$ cat config.mk
export PLATFORM = sky130hd
export DESIGN_NAME = mux2x1_rr_stream
export DESIGN_NICKNAME = d
export VERILOG_FILES = /design/src/rtl/mux2x1_rr_stream.sv
export SDC_FILE = /design/constraint.sdc
export NUM_CORES = 1
export LEC_CHECK = 0
export BUFFER_PORTS_ARGS = -buffer_cell sky130_fd_sc_hd__buf_2
export CORE_ASPECT_RATIO = 0.6
export CORE_UTILIZATION = 40
export CTS_BUF_LIST = sky130_fd_sc_hd__clkbuf_2 sky130_fd_sc_hd__clkbuf_4 sky130_fd_sc_hd__clkbuf_8
export DETAILED_ROUTE_END_ITERATION = 10
export PLACE_DENSITY_LB_ADDON = 0.08
export SYNTH_ARGS = -nofsm -noshare
export SYNTH_HDL_FRONTEND = slang
export SYNTH_SLANG_ARGS = --single-unit
$ cat constraint.sdc
create_clock -name clk -period 1.5 [get_ports clk]
set_clock_uncertainty 0.05 [all_clocks]
set_input_delay 0.225 -clock clk [delete_from_list [all_inputs] [get_ports clk]]
set_output_delay 0.225 -clock clk [all_outputs]
set_load 0.03 [all_outputs]
$ cat src/rtl/mux2x1_rr_stream.sv
// ---------------------------------------------------------------------------
// mux2x1_rr_stream
//
// Registered two-input stream merger with round-robin arbitration.
// It takes words from two valid/ready sources and holds the winning word in a
// single output register. It also drives y_sel, which names the source of the
// held word so that downstream 2:1 muxes can be steered alongside it.
// Throughput is one word per cycle: a FULL register that is consumed and
// refilled in the same cycle produces no bubble.
//
// Ports
//   clk       in   1      rising-edge clock
//   rst       in   1      asynchronous active-high reset
//   a0        in   WIDTH  source 0 data
//   a0_valid  in   1      source 0 holds a word
//   a0_ready  out  1      source 0 word accepted this cycle if a0_valid
//   a1        in   WIDTH  source 1 data
//   a1_valid  in   1      source 1 holds a word
//   a1_ready  out  1      source 1 word accepted this cycle if a1_valid
//   y         out  WIDTH  registered output word
//   y_valid   out  1      y holds a word
//   y_ready   in   1      consumer takes y this cycle if y_valid
//   y_sel     out  1      source index of the held word (0 = a0, 1 = a1)
// ---------------------------------------------------------------------------
module mux2x1_rr_stream #(
    parameter int WIDTH = 32
) (
    input  logic             clk,
    input  logic             rst,
    input  logic [WIDTH-1:0] a0,
    input  logic             a0_valid,
    output logic             a0_ready,
    input  logic [WIDTH-1:0] a1,
    input  logic             a1_valid,
    output logic             a1_ready,
    output logic [WIDTH-1:0] y,
    output logic             y_valid,
    input  logic             y_ready,
    output logic             y_sel
);

    // Occupancy of the single output register.
    typedef enum logic {
        EMPTY = 1'b0,
        FULL  = 1'b1
    } state_t;

    state_t           state_q;
    state_t           state_d;
    logic [WIDTH-1:0] y_q;
    logic             sel_q;
    logic             pri_q;   // favoured source: 0 = a0, 1 = a1
    logic             load;
    logic             gnt0;
    logic             gnt1;

    // -----------------------------------------------------------------------
    // Arbitration and next-state logic
    // -----------------------------------------------------------------------
    // NOTE: every signal driven here is assigned before any branch, so no path
    // leaves a value unassigned and no latch can be inferred.
    always_comb begin
        // The register can accept a word when it is empty or when its current
        // word leaves this cycle.
        load     = (state_q == EMPTY) | y_ready;

        // A source is offered ready when the register can load and the other
        // source is either idle or not favoured. The readies never look at the
        // source's own valid, so there is no valid->ready loop. The two readies
        // can both be high only when at most one source is valid, which means
        // at most one grant happens per cycle.
        a0_ready = load & (~a1_valid | ~pri_q);
        a1_ready = load & (~a0_valid |  pri_q);

        gnt0     = a0_valid & a0_ready;
        gnt1     = a1_valid & a1_ready;

        state_d  = state_q;
        if (gnt0 | gnt1) begin
            // Loading takes priority over draining: a consume and a load in the
            // same cycle keep the register FULL.
            state_d = FULL;
        end else if ((state_q == FULL) && y_ready) begin
            state_d = EMPTY;
        end
    end

    // -----------------------------------------------------------------------
    // Occupancy register
    // -----------------------------------------------------------------------
    // NOTE: state is updated with non-blocking assignments so that every
    // register samples the values from before the edge, whatever the order in
    // which the always blocks are evaluated.
    always_ff @(posedge clk or posedge rst) begin
        if (rst) begin
            state_q <= EMPTY;
        end else begin
            state_q <= state_d;
        end
    end

    // -----------------------------------------------------------------------
    // Held word, its source index and the priority pointer
    // -----------------------------------------------------------------------
    // NOTE: the data register is reset as well, because y must read as zero
    // from the moment reset is asserted. It is a single word, not a memory
    // array, so the reset costs only one flop input per bit.
    always_ff @(posedge clk or posedge rst) begin
        if (rst) begin
            y_q   <= '0;
            sel_q <= 1'b0;
            pri_q <= 1'b0;
        end else if (gnt0) begin
            y_q   <= a0;
            sel_q <= 1'b0;
            pri_q <= 1'b1;  // source 0 just had its turn
        end else if (gnt1) begin
            y_q   <= a1;
            sel_q <= 1'b1;
            pri_q <= 1'b0;  // source 1 just had its turn
        end
        // When there is no transfer, y, y_sel and pri hold. This covers the
        // drain to EMPTY, because a consumed word stays visible on y.
    end

    assign y       = y_q;
    assign y_valid = (state_q == FULL);
    assign y_sel   = sel_q;

endmodule
==> metrics.sh <==
TIMING.CRITICAL_PATH.FROM='y_valid'
YOSYS-TOP-CELLS-AREA='sky130_fd_sc_hd__dfrtp_1, sky130_fd_sc_hd__o311ai_1, sky130_fd_sc_hd__nand4_1'
CORE_AREA_SQ_MM=0.00428
TRANSITION_TIME_OF_THE_TIGHTEST_SLEW_CHECK_PIN_NS=0.448
REPORT.POWER.TOTAL_uW=3060
GRT_ANTENNA_BEFORE_REPAIR=0
SYNTHTOLAYOUTAREAGROWTH_PCT=41.3
ROUTED_VIA_DENSITY=5.55
PLACE.DETAILED.INSTANCES=357
POWERDENSITY_mW_PER_MM2=1160
SWSHARE_PCT=37.3
WIRELENGTH_MICRONS=5760
MAXIMUM_NUMBER_OF_PINS_ON_ONE_NET_BEFORE_GLOBAL_ROUTE_REPAIR=36
INTERNAL-POWER_uW=1920
GLOBAL_ROUTE.USAGE.TOTAL_PCT=23.3
HPWL_MICRONS=3960
FINISH.UTILIZATION_PCT=61.4
CLOCK_LATENCY_NS=0.28
WORSTHOLDPATHTYPE='input pin to flip-flop'
SYNTHFLOPTYPE='sky130_fd_sc_hd__dfrtp_1'
SEQ_POWER_SHARE_PCT=39.1
CTS.SINKS=35
SYNTH_AREA_PER_CELL_SQ_UM=9.21
CRITICAL_PATH.REG2REG.STARTPOINT='pri_q'
PLACE_CONGESTION=0.804
YS_SEQ_ELEMENTS=35
FP.DIEH_MICRONS=54.8
REG2REG_DEPTH=4
MAXSLEWHEADROOM_PCT=70.1
DRT-WIRELENGTH-PER-CELL_MICRONS=15.7
CTS_TREE='done'
CLOCK_PIN_SLEW_ON_THE_WORST_SETUP_AND_HOLD_PATHS_NS=0.07
COMBINATIONALPOWERSHARE_PCT=36.0
FINALCRITICALPERIOD_NS=1.47
DIEAREA_SQ_MM=0.00494
POST-CTS-SETUP-BUFFER-COUNT=0
GRT_OVERFLOW=0
SYNTH_EDF_COUNT=0
SYNTH.NET_COUNT=271
TIMING.CRITICAL_PATH.TO='a0_ready'
CP-START-KIND='flip-flop'
MOSTFREQUENTLAYOUTCELLS='sky130_fd_sc_hd__buf_2, sky130_fd_sc_hd__inv_1, sky130_fd_sc_hd__dfrtp_1'
CTS_MADE_BUFFERS=5
YOSYS_WARNINGS=0
POST-ROUTE-DRC-COUNT=0
IR_WORST_VDD_uV=699
PATH_CLASS='flip-flop to primary output'
DRV_CAP=0
SETUP_VIOL=0
CAPTURING_ELEMENT_TYPE_OF_THE_CRITICAL_PATH='primary output'
FINAL_LAYOUT_SIZE_SUFFIX_GT1_SHARE_PCT=45.8
LAYOUT.NETS=374
MIN_DELAY_PATH_DEPTH=3
PORT_BUFFERS=104
BOUNDARYPINS=105
PART_OF_THE_CYCLE_THE_WORST_PATH_NEEDS_PCT=97.9
RSZ0062_AT_GRT='yes'
FINALHOLDVIOLATIONS=0
DRT_FIRST_ITER_VIOLATIONS=131
CTS_MAX_LEVEL=2
SYNTHARSTFLOPSHARE_PCT=100
DIE_W_MICRONS=90.0
CRITICAL_PATH_PEAK_FANOUT=4
DRT.ANTENNA.VIOLATING_NETS=0
WORST-ENDPOINT-REQUIRED_NS=1.22
RELATIVE_CONTRIBUTION_OF_THE_CLOCK_NETWORK_TO_TOTAL_POWER_PCT=24.9
FINAL-MAX-SLEW-VIOLATION-COUNT=0
CLOCK.FMAX_GHz=0.681
YOSYSSEQAREASHARE_PCT=47.1
FP-ROW-COUNT=18
SYNTH_LARGEST_AREA_CELL='sky130_fd_sc_hd__dfrtp_1'
POWER_LEAKAGE_uW=0.00131
WORST_EP_ARRIVAL_TIME_NS=1.19
CLOCK-ROOT-BUFFER='sky130_fd_sc_hd__clkbuf_8'
NUMBER_OF_GLOBAL_ROUTE_VIAS_BEFORE_REPAIR=1776
RRSETUPSLACK_NS=0.07
DETAILEDROUTE.FIRSTPASSITERATIONCOUNT=4
NUM_ANTENNA_CELLS=0
FINAL_CELLS=366
YS_TYPES=19
STATUS='finished clean'
TIMING.HOLD.WS_NS=0.161
SYNTHESIS.INSTANCES=202
MOSTFREQUENTLAYOUTCELL='sky130_fd_sc_hd__buf_2'
R2R-END='y[17]'
START_UTIL_PCT=43.5
NUM_VIAS=2030
CLK_PATH_BUF_DEPTH=2
P_SWITCHING_uW=1140
NETLIST_AREA_SQ_MM=0.00186
SYNTH_TOP_AREA_SHARE_PCT=47.1
GRT_FIRST_PASS_WIRELENGTH_MICRONS=8750
==> sequential cells by signal, summed over array words and instances (netlist names) <==
name	flops
pri_q	1
y	32
y_valid	1
y_sel	1
==> cell families after synthesis <==
kind of cell,after synthesis,share of synthesized area [%]
flip-flops,35,47.1
AND/OR/NAND/NOR,39,12.7
buffers and inverters,58,13.2
AO/OA/AOI/OAI,70,27.0
==> per-stage QoR <==
| stage | instance area, sq um | setup slack, ns | setup TNS, ns |
|---|---|---|---|
| final | 2630 | 0.0319 | 0 |
| after global routing | 2630 | -0.0207 | -0.0504 |
| after CTS | 2590 | 0.00750 | 0 |
| after detailed placement | 2470 | 0.0237 | 0 |
| after global placement | 2470 | 0.120 | 0 |
| after floorplan | 1860 | -0.106 | -0.213 |
==> what timing repair did <==
action                                  in CTS  in global routing
gates resized for setup                      0                 12
hold buffers                                 1                  0
hold endpoints to repair                    35                  0
endpoints found under the setup margin       0                  9
==> Yosys cell counts, types with 2 or more instances <==
library cell / count
sky130_fd_sc_hd__a21oi_1: 4
sky130_fd_sc_hd__nand4_1: 32
sky130_fd_sc_hd__o21ai_0: 30
sky130_fd_sc_hd__dfrtp_1: 35
sky130_fd_sc_hd__buf_2: 5
sky130_fd_sc_hd__clkbuf_1: 16
sky130_fd_sc_hd__nor2_1: 2
sky130_fd_sc_hd__inv_1: 34
sky130_fd_sc_hd__o311ai_2: 4
sky130_fd_sc_hd__buf_6: 3
sky130_fd_sc_hd__o311ai_1: 26
sky130_fd_sc_hd__o311ai_0: 2
sky130_fd_sc_hd__o21ai_1: 3
==> worst min-delay path by stage <==
stage	start	endpoint
detailed placement	rst	y[1]
CTS	a0[13]	y[13]
finish	a0[21]	y[21]
floorplan	a1_valid	pri_q
global route	a1[0]	y[0]
global placement	rst	y[1]
==> worst max-delay path: stages (launching register included) <==
cell                      delay (ns)
sky130_fd_sc_hd__dfrtp_2        0.41
sky130_fd_sc_hd__nor2b_2        0.18
sky130_fd_sc_hd__a21oi_1        0.14
sky130_fd_sc_hd__buf_4          0.18
==> per-layer routing <==
layer / track usage (%) / part of all wire (%) / wire, microns / up-vias
li1: - / - / - / 963
met1: 33.9 / 49 / 2820 / 960
met2: 34.0 / 43 / 2450 / 102
met3: 6.67 / 8.0 / 462 / 5
met4: 5.65 / 0.47 / 27 / 0
met5: 0 / 0 / 0 / -
==> final cells by class <==
| type | count | area, sq um |
|---|---|---|
| Inverter | 34 | 128 |
| Timing Repair Buffer | 120 | 664 |
| Sequential cell | 35 | 877 |
| Multi-Input combinational cell | 109 | 781 |
| Fill cell | 394 | 1650 |
| Tap cell | 60 | 75.1 |
| Clock buffer | 8 | 104 |
==> power by group through the flow <==
| stage | clock network (uW) | registers, uW | logic (uW) |
|---|---|---|---|
| 6_report | 762 | 1190 | 1100 |
| 4_1_cts | 772 | 1190 | 1070 |
| 5_1_grt | 810 | 1210 | 1180 |
| 3_3_place_gp | 0 | 1210 | 1060 |
| 2_1_floorplan | 0 | 1520 | 374 |
| 3_5_place_dp | 0 | 1210 | 1070 |
(Power assumes the default switching activity.)
